## src/rtl/control_conv_fsm.sv

```systemverilog
// Top-level sequencer for the 1-D convolution engine: loads the X/F memories from two
// write streams, steps the MAC through each output and hands results out on valid/ready.
module control_conv_fsm #(
    parameter int DATA_N      = 8,
    parameter int LG_DATA_N   = 3,
    parameter int FILTER_N    = 4,
    parameter int LG_FILTER_N = 2,
    parameter int LG_CONV_N   = 3
) (
    input  logic                   clk,
    input  logic                   reset,
    input  logic                   s_valid_x,
    output logic                   s_ready_x,
    input  logic                   s_valid_f,
    output logic                   s_ready_f,
    output logic                   wr_en_x,
    output logic [LG_DATA_N-1:0]   wr_addr_x,
    output logic                   wr_en_f,
    output logic [LG_FILTER_N-1:0] wr_addr_f,
    output logic                   mem_wr_state,
    output logic                   in_compute,
    output logic                   incr_comp_cyc,
    output logic [LG_CONV_N-1:0]   compute_cyc,
    output logic                   en_acc,
    output logic                   acc_first,
    output logic                   m_valid,
    input  logic                   m_ready,
    output logic                   m_last
);
    localparam int CONV_N = DATA_N - FILTER_N + 1;
    localparam logic [LG_DATA_N-1:0]   X_LAST   = LG_DATA_N'(DATA_N - 1);
    localparam logic [LG_FILTER_N-1:0] F_LAST   = LG_FILTER_N'(FILTER_N - 1);
    localparam logic [LG_CONV_N-1:0]   CYC_LAST = LG_CONV_N'(CONV_N - 1);

    typedef enum logic [2:0] {WRITE, COMPUTE, FLUSH, OUTPUT, RELOAD} state_t;

    state_t                 state;
    logic [LG_DATA_N-1:0]   x_cnt;
    logic [LG_FILTER_N-1:0] f_cnt;
    logic [LG_FILTER_N-1:0] tap_cnt;
    logic                   x_full;
    logic                   f_full;
    logic                   x_done;
    logic                   f_done;
    logic                   handshake;

    assign mem_wr_state = (state == WRITE);
    assign in_compute   = (state == COMPUTE);
    assign m_valid      = (state == OUTPUT);

    assign s_ready_x = mem_wr_state & ~x_full;
    assign s_ready_f = mem_wr_state & ~f_full;
    assign wr_en_x   = s_valid_x & s_ready_x;
    assign wr_en_f   = s_valid_f & s_ready_f;
    assign wr_addr_x = x_cnt;
    assign wr_addr_f = f_cnt;

    // Look-ahead fullness so the last writes of both streams can land in one cycle.
    assign x_done = x_full | (wr_en_x & (x_cnt == X_LAST));
    assign f_done = f_full | (wr_en_f & (f_cnt == F_LAST));

    assign m_last        = m_valid & (compute_cyc == CYC_LAST);
    assign handshake     = m_valid & m_ready;
    assign incr_comp_cyc = handshake & ~m_last;

    always_ff @(posedge clk or posedge reset) begin
        if (reset) begin
            state       <= WRITE;
            x_cnt       <= '0;
            f_cnt       <= '0;
            tap_cnt     <= '0;
            x_full      <= 1'b0;
            f_full      <= 1'b0;
            compute_cyc <= '0;
            en_acc      <= 1'b0;
            acc_first   <= 1'b0;
        end else begin
            // One-cycle delay matches the synchronous memory read latency.
            en_acc    <= in_compute;
            acc_first <= in_compute & (tap_cnt == '0);
            case (state)
                WRITE: begin
                    if (wr_en_x) begin
                        if (x_cnt == X_LAST) x_full <= 1'b1;
                        else                 x_cnt  <= x_cnt + 1'b1;
                    end
                    if (wr_en_f) begin
                        if (f_cnt == F_LAST) f_full <= 1'b1;
                        else                 f_cnt  <= f_cnt + 1'b1;
                    end
                    if (x_done && f_done) begin
                        state       <= COMPUTE;
                        x_cnt       <= '0;
                        f_cnt       <= '0;
                        x_full      <= 1'b0;
                        f_full      <= 1'b0;
                        tap_cnt     <= '0;
                        compute_cyc <= '0;
                    end
                end
                COMPUTE: begin
                    if (tap_cnt == F_LAST) begin
                        tap_cnt <= '0;
                        state   <= FLUSH;
                    end else begin
                        tap_cnt <= tap_cnt + 1'b1;
                    end
                end
                FLUSH: state <= OUTPUT;
                OUTPUT: begin
                    if (handshake) begin
                        if (m_last) begin
                            compute_cyc <= '0;
                            state       <= WRITE;
                        end else begin
                            compute_cyc <= compute_cyc + 1'b1;
                            state       <= RELOAD;
                        end
                    end
                end
                RELOAD: state <= COMPUTE;
                default: state <= WRITE;
            endcase
        end
    end
endmodule

```

## config.mk

```make
export PLATFORM = sky130hd
export DESIGN_NAME = control_conv_fsm
export DESIGN_NICKNAME = d
export VERILOG_FILES = /design/src/rtl/control_conv_fsm.sv
export SDC_FILE = /design/constraint.sdc
export NUM_CORES = 1
export LEC_CHECK = 0
export ABC_AREA = 1
export CAP_MARGIN = 0
export CORE_MARGIN = 3
export CORE_UTILIZATION = 43
export CTS_CLUSTER_DIAMETER = 120
export DETAILED_ROUTE_END_ITERATION = 16
export PLACE_DENSITY_LB_ADDON = 0.15
export SYNTH_ARGS = -nofsm -noshare
export SYNTH_HDL_FRONTEND = slang
export SYNTH_SLANG_ARGS = --single-unit
export TNS_END_PERCENT = 10
```

## constraint.sdc

```tcl
create_clock -name clk -period 1.42 [get_ports clk]
set_clock_uncertainty 0.05 [all_clocks]
set_input_delay 0.426 -clock clk [delete_from_list [all_inputs] [get_ports clk]]
set_output_delay 0.426 -clock clk [all_outputs]
set_load 0.005 [all_outputs]
```

### After elaboration in Yosys (flattened, before gate mapping)

Cells that the tools add are included.

* bits of input ports: 5
* output and inout port bits: 19
* logic and storage cells: 81
* register bits: 17

* equality and inequality tests: 13
* reduce and logical (&&, ||, !) cells: 16
* muxes and demuxes: 24
* bitwise operators: 15
* add/sub/neg operators: 4

Operator list (count)
* 3-bit 2-to-1 mux: 10
* 3-bit AND reduction: 6
* 3-bit one-hot mux with 5 select lines: 1
* 2-bit nonzero test: 6
* 1-bit AND: 10
* 2-bit 2-to-1 mux: 5
* 2-bit by 1-bit != test with 1-bit output (second input constant): 5
* 3-bit == test (second input constant): 3
* 3-bit by 1-bit adder with 3-bit output (second input constant): 2
* 3-bit by 2-bit == test with 1-bit output (second input constant): 2
* 1-bit 2-to-1 mux: 6
* 3-bit one-hot mux with 2 select lines: 1
* 2-bit by 1-bit adder with 2-bit output (second input constant): 2
* 2-bit == test (second input constant): 2
* 2-bit one-hot mux with 2 select lines: 1
* 3-bit by 1-bit == test with 1-bit output (second input constant): 1
* 3-bit logical NOT: 1
* 1-bit NOT: 3
* 2-bit logical NOT: 1
* 1-bit bitwise OR: 2
* 2-bit AND reduction: 1
* 1-bit logical AND: 1

### Depth between registers and ports, before layout

* depth after elaboration: 8
* mapped depth: 9
* mapped depth without buffers: 9

### Least setup slack after synthesis

OpenSTA, ideal clock, no wires.

* path type: register -> output
* start: reg state[0]
* end: out incr_comp_cyc
* slack: 0.007 ns
* arrival: 0.937 ns
* stages on the path, launching flop included: 5
* data required time: 0.944 ns
* path buffers: 0
* cells stage by stage: dfrtp_1 -> inv_2 -> nor3_4 -> o21ai_1 -> nor2_1

* word-level cells in the longest chain between the ends: 4
* elaborated cells on any way between the ends: 5
* those cells by class: eq/ne (1); bitwise (4)

RTL lines
* start, declared: line 37 `state_t state;`
* start signal, assigned: line 68 `state <= WRITE;`
* start signal, assigned: line 92 `state <= COMPUTE;`
* start signal, assigned: line 104 `state <= FLUSH;`
* 3-bit by 2-bit == test with 1-bit output *: line 49 `assign m_valid = (state == OUTPUT);`
* named net m_valid: line 26 `output logic m_valid,`
* 1-bit AND: line 62 `assign m_last = m_valid & (compute_cyc == CYC_LAST);`
* 1-bit NOT: line 64 `assign incr_comp_cyc = handshake & ~m_last;`
* 1-bit AND *: line 64
* end, declared: line 22 `output logic incr_comp_cyc,`

The timed path passes the listed nets; every way through them passes the cells marked *.

### Worst setup path after layout

* start: reg state[2]
* end: out m_last

* word-level cells in the longest chain between the ends: 2

RTL lines
* 3-bit by 2-bit == test with 1-bit output: line 49
* 1-bit AND: line 62
* end, declared: line 28 `output logic m_last`

No other way between the ends.

==> impl_results.md <==
- Status: complete, but fails checks
- Failing checks: setup timing
- Post-synthesis compound-gate area fraction: 0.05051
- Worst-path clk slew: 0.11 ns
- RSZ-0062 raised after global routing: true
- Post-Synth Adder-Cell Area: 0.08838
- Seq/Total Area, Yosys: 0.4293
- Worst Setup End Kind: output port
- Synth Area in XOR/XNOR: 0.02652
- Type of origin of the critical path: register
- Syn nets: 131
- Total GRT Usage: 0.2089
- Worst R2R Path Depth: 10
- Cell taking the most area after synthesis: dfrtp_1
- Final worst slack: -0.4269 ns
- Fin nets: 191
- Hold slack: 0.3584 ns
- Yosys warns: 0
- Pre-CTS setup slack: -0.6563 ns
- Placed cell area: 1405 um2
- Worst min path class: in -> async
- Hold Buf Count CTS: 0
- Average wire per standard cell: 12.20 um
- Minimum clock period: 1.847 ns
- Die Span X: 54.01 um
- Largest family of logic cells by synthesized area: simple AND/OR/NAND/NOR gates
- Pwr Density: 2019 nW/um2
- IO Pins: 24
- FF-to-FF setup slack: -0.34 ns
- Crit path DAT: 1.37 ns
- Synthesized area: 991.0 um2
- Post-synthesis mux area share: 0
- Synth Area in Simple Gates: 0.2917
- CP Class: reg -> out
- Measured slew at the worst slew-check pin: 0.2220 ns
- Cell count after synthesis: 119
- Most common cell after layout, fill and taps aside: buf_4
- Global route overflow: 0
- Sink Count: 17
- Final instance area: 1546 um2
- Area Growth Syn to Fin: 56.06%
- Leakage dissipation: 0.8472 nW
- Post-detail-place hpwl: 1.698 mm
- Layout cells sized above 1: 0.4607
- Slew Limit Fails: 0
- Initial DRC count: 6
- Detailed-route DRC error count: 0
- Period utilization: 1.301
- Clk root buf: clkbuf_4
- Vias per cell: 4.683
- Die H: 54.01 um
- Vias in the first global route: 1004
- Syn_area_per_cell: 8.327 um2
- Router iterations before antenna repair: 4
- Initial antenna violation count: 0
- Post-synthesis cell type count: 24
- Diode count: 0
- Initial Utilization: 0.4806
- Inserted Clock Buffers: 3
- Std-Cell Rows: 16
- Slew headroom: 0.8520
- Most frequent cells in the layout: 23 x buf_4, 22 x inv_1, 19 x nand2_1, 16 x dfrtp_1, 11 x nor2_1
- Max rail drop VDD: 0.001419 V
- Core Area: 2062 um2
- Top-area cell type share of the netlist area: 0.4293
- First-pass GRT wire length: 4.291 mm
- Largest net degree at the start of global routing: 18
- Via count: 960
- Reg2Reg Launch Point: state[0]$_DFFE_PP0P_
- Crit path max fanout: 3
- CTS tree: done
- Ranking of synthesized cells by area: dfrtp_1 43%, inv_1 9.1%, ha_1 8.8%, nand2_1 8.0%, nor2_1 5.3%
- Max-Cap Viols: 0
- PortBufs: 23
- Final GP Congestion: 0.8147
- CTS HTree Levels: 1
- Yosys reg bits: 17
- Final Hold Viols: 0
- Full die area: 2917 um2
- Final WL: 2.502 mm
- Latest clock arrival within the worst-skew pair: 0.31 ns
- Antenna viol nets, final: 0
- Final core utilization: 0.7500
- Final setup fails: 24
- Req. time, crit path: 0.94 ns
- Worst reg2reg endpoint: compute_cyc[0]$_DFFE_PP0P_
- Pwr Total: 3.123 mW
- Highest clock rate: 0.5414 GHz
- CTS Buffer Depth: 2
==> synth_stat cells <==
cell type and instances:
o21ai_1 4, nor3_4 1, nor3_2 1, nand3_2 2, nand4_1 5, o21ai_2 1, inv_1 24, dfrtp_1 17
nand4_2 2, nand3_1 3, o21ai_0 1, nand2_1 21, o21bai_2 1, a21oi_1 1, ha_1 7, inv_2 6
nor2_4 1, nor3_1 1, nor2_1 14, nand2_2 1, xnor2_1 1, nand2_4 1, xor2_1 2, nor2_2 1
==> final cells by class <==
class                      count  area [um2]
tap                           27       33.78
fill                         148       515.5
inverter                      30       115.1
clock buffer                   3       22.52
sequential                    17       426.7
multi-input combinational     72       520.5
timing repair buffer          55       420.4
clock inverter                 1       7.507
==> metrics by stage <==
stage | setup TNS (ns) | instances
2_1_floorplan | 0 | 119
3_3_place_gp | -10.14 | 189
3_5_place_dp | -11.02 | 189
4_1_cts | -6.439 | 204
5_1_grt | -9.137 | 205
6_report | -7.077 | 205
==> state kept, by name, summed over array words and instances, names as in the netlist <==
register and flops:
state 3, en_acc 1, wr_addr_x 3, f_full 1, x_full 1, wr_addr_f 2
tap_cnt 2, acc_first 1, compute_cyc 3
==> routing by layer <==
layer / wire length [um] / global-route usage / up-vias
met5: 0 / 0 / -
met4: 63 / 0.1245 / 0
met3: 113 / 0.03878 / 7
met2: 1364 / 0.3770 / 21
met1: 961 / 0.2236 / 452
li1: - / - / 480
==> logic make-up after synthesis <==
| logic type | count (synthesis) |
|---|---|
| AOI/OAI and AO/OA | 8 |
| buffers and inverters | 30 |
| and+or+nand+nor | 54 |
| adders and majority gates | 7 |
| DFF | 17 |
| xor gates and xnor gates | 3 |
==> where the power goes <==
group	switching (mW)	internal, mW	total [mW]
clock	0.174	0.108	0.281
sequential	0.132	0.675	0.807
combinational	1.01	1.03	2.03
total	1.31	1.81	3.12
==> what timing repair did <==
action	in CTS	in global routing
hold endpoints to repair	0	0
buffers inserted	11	1
resized for setup	76	15
pin swaps	10	4
setup endpoints to repair	33	33
==> worst max path at each step <==
stage,start,to,slack (ns)
finish,state[2]$_DFFE_PP0P_,m_last,-0.43
global placement,s_valid_x,wr_en_x,-0.61
detailed placement,s_valid_x,wr_en_x,-0.66
floorplan,state[0]$_DFFE_PP0P_,incr_comp_cyc,0.007
global route,state[2]$_DFFE_PP0P_,m_last,-0.53
CTS,state[2]$_DFFE_PP0P_,m_last,-0.40
==> worst max-delay path: stages, from the launching register on <==
cell,delay (ns)
dfrtp_1,0.42
nor3_4,0.23
buf_4,0.15
inv_2,0.03
nor3_2,0.10
buf_2,0.14
(Power assumes the default switching activity.)
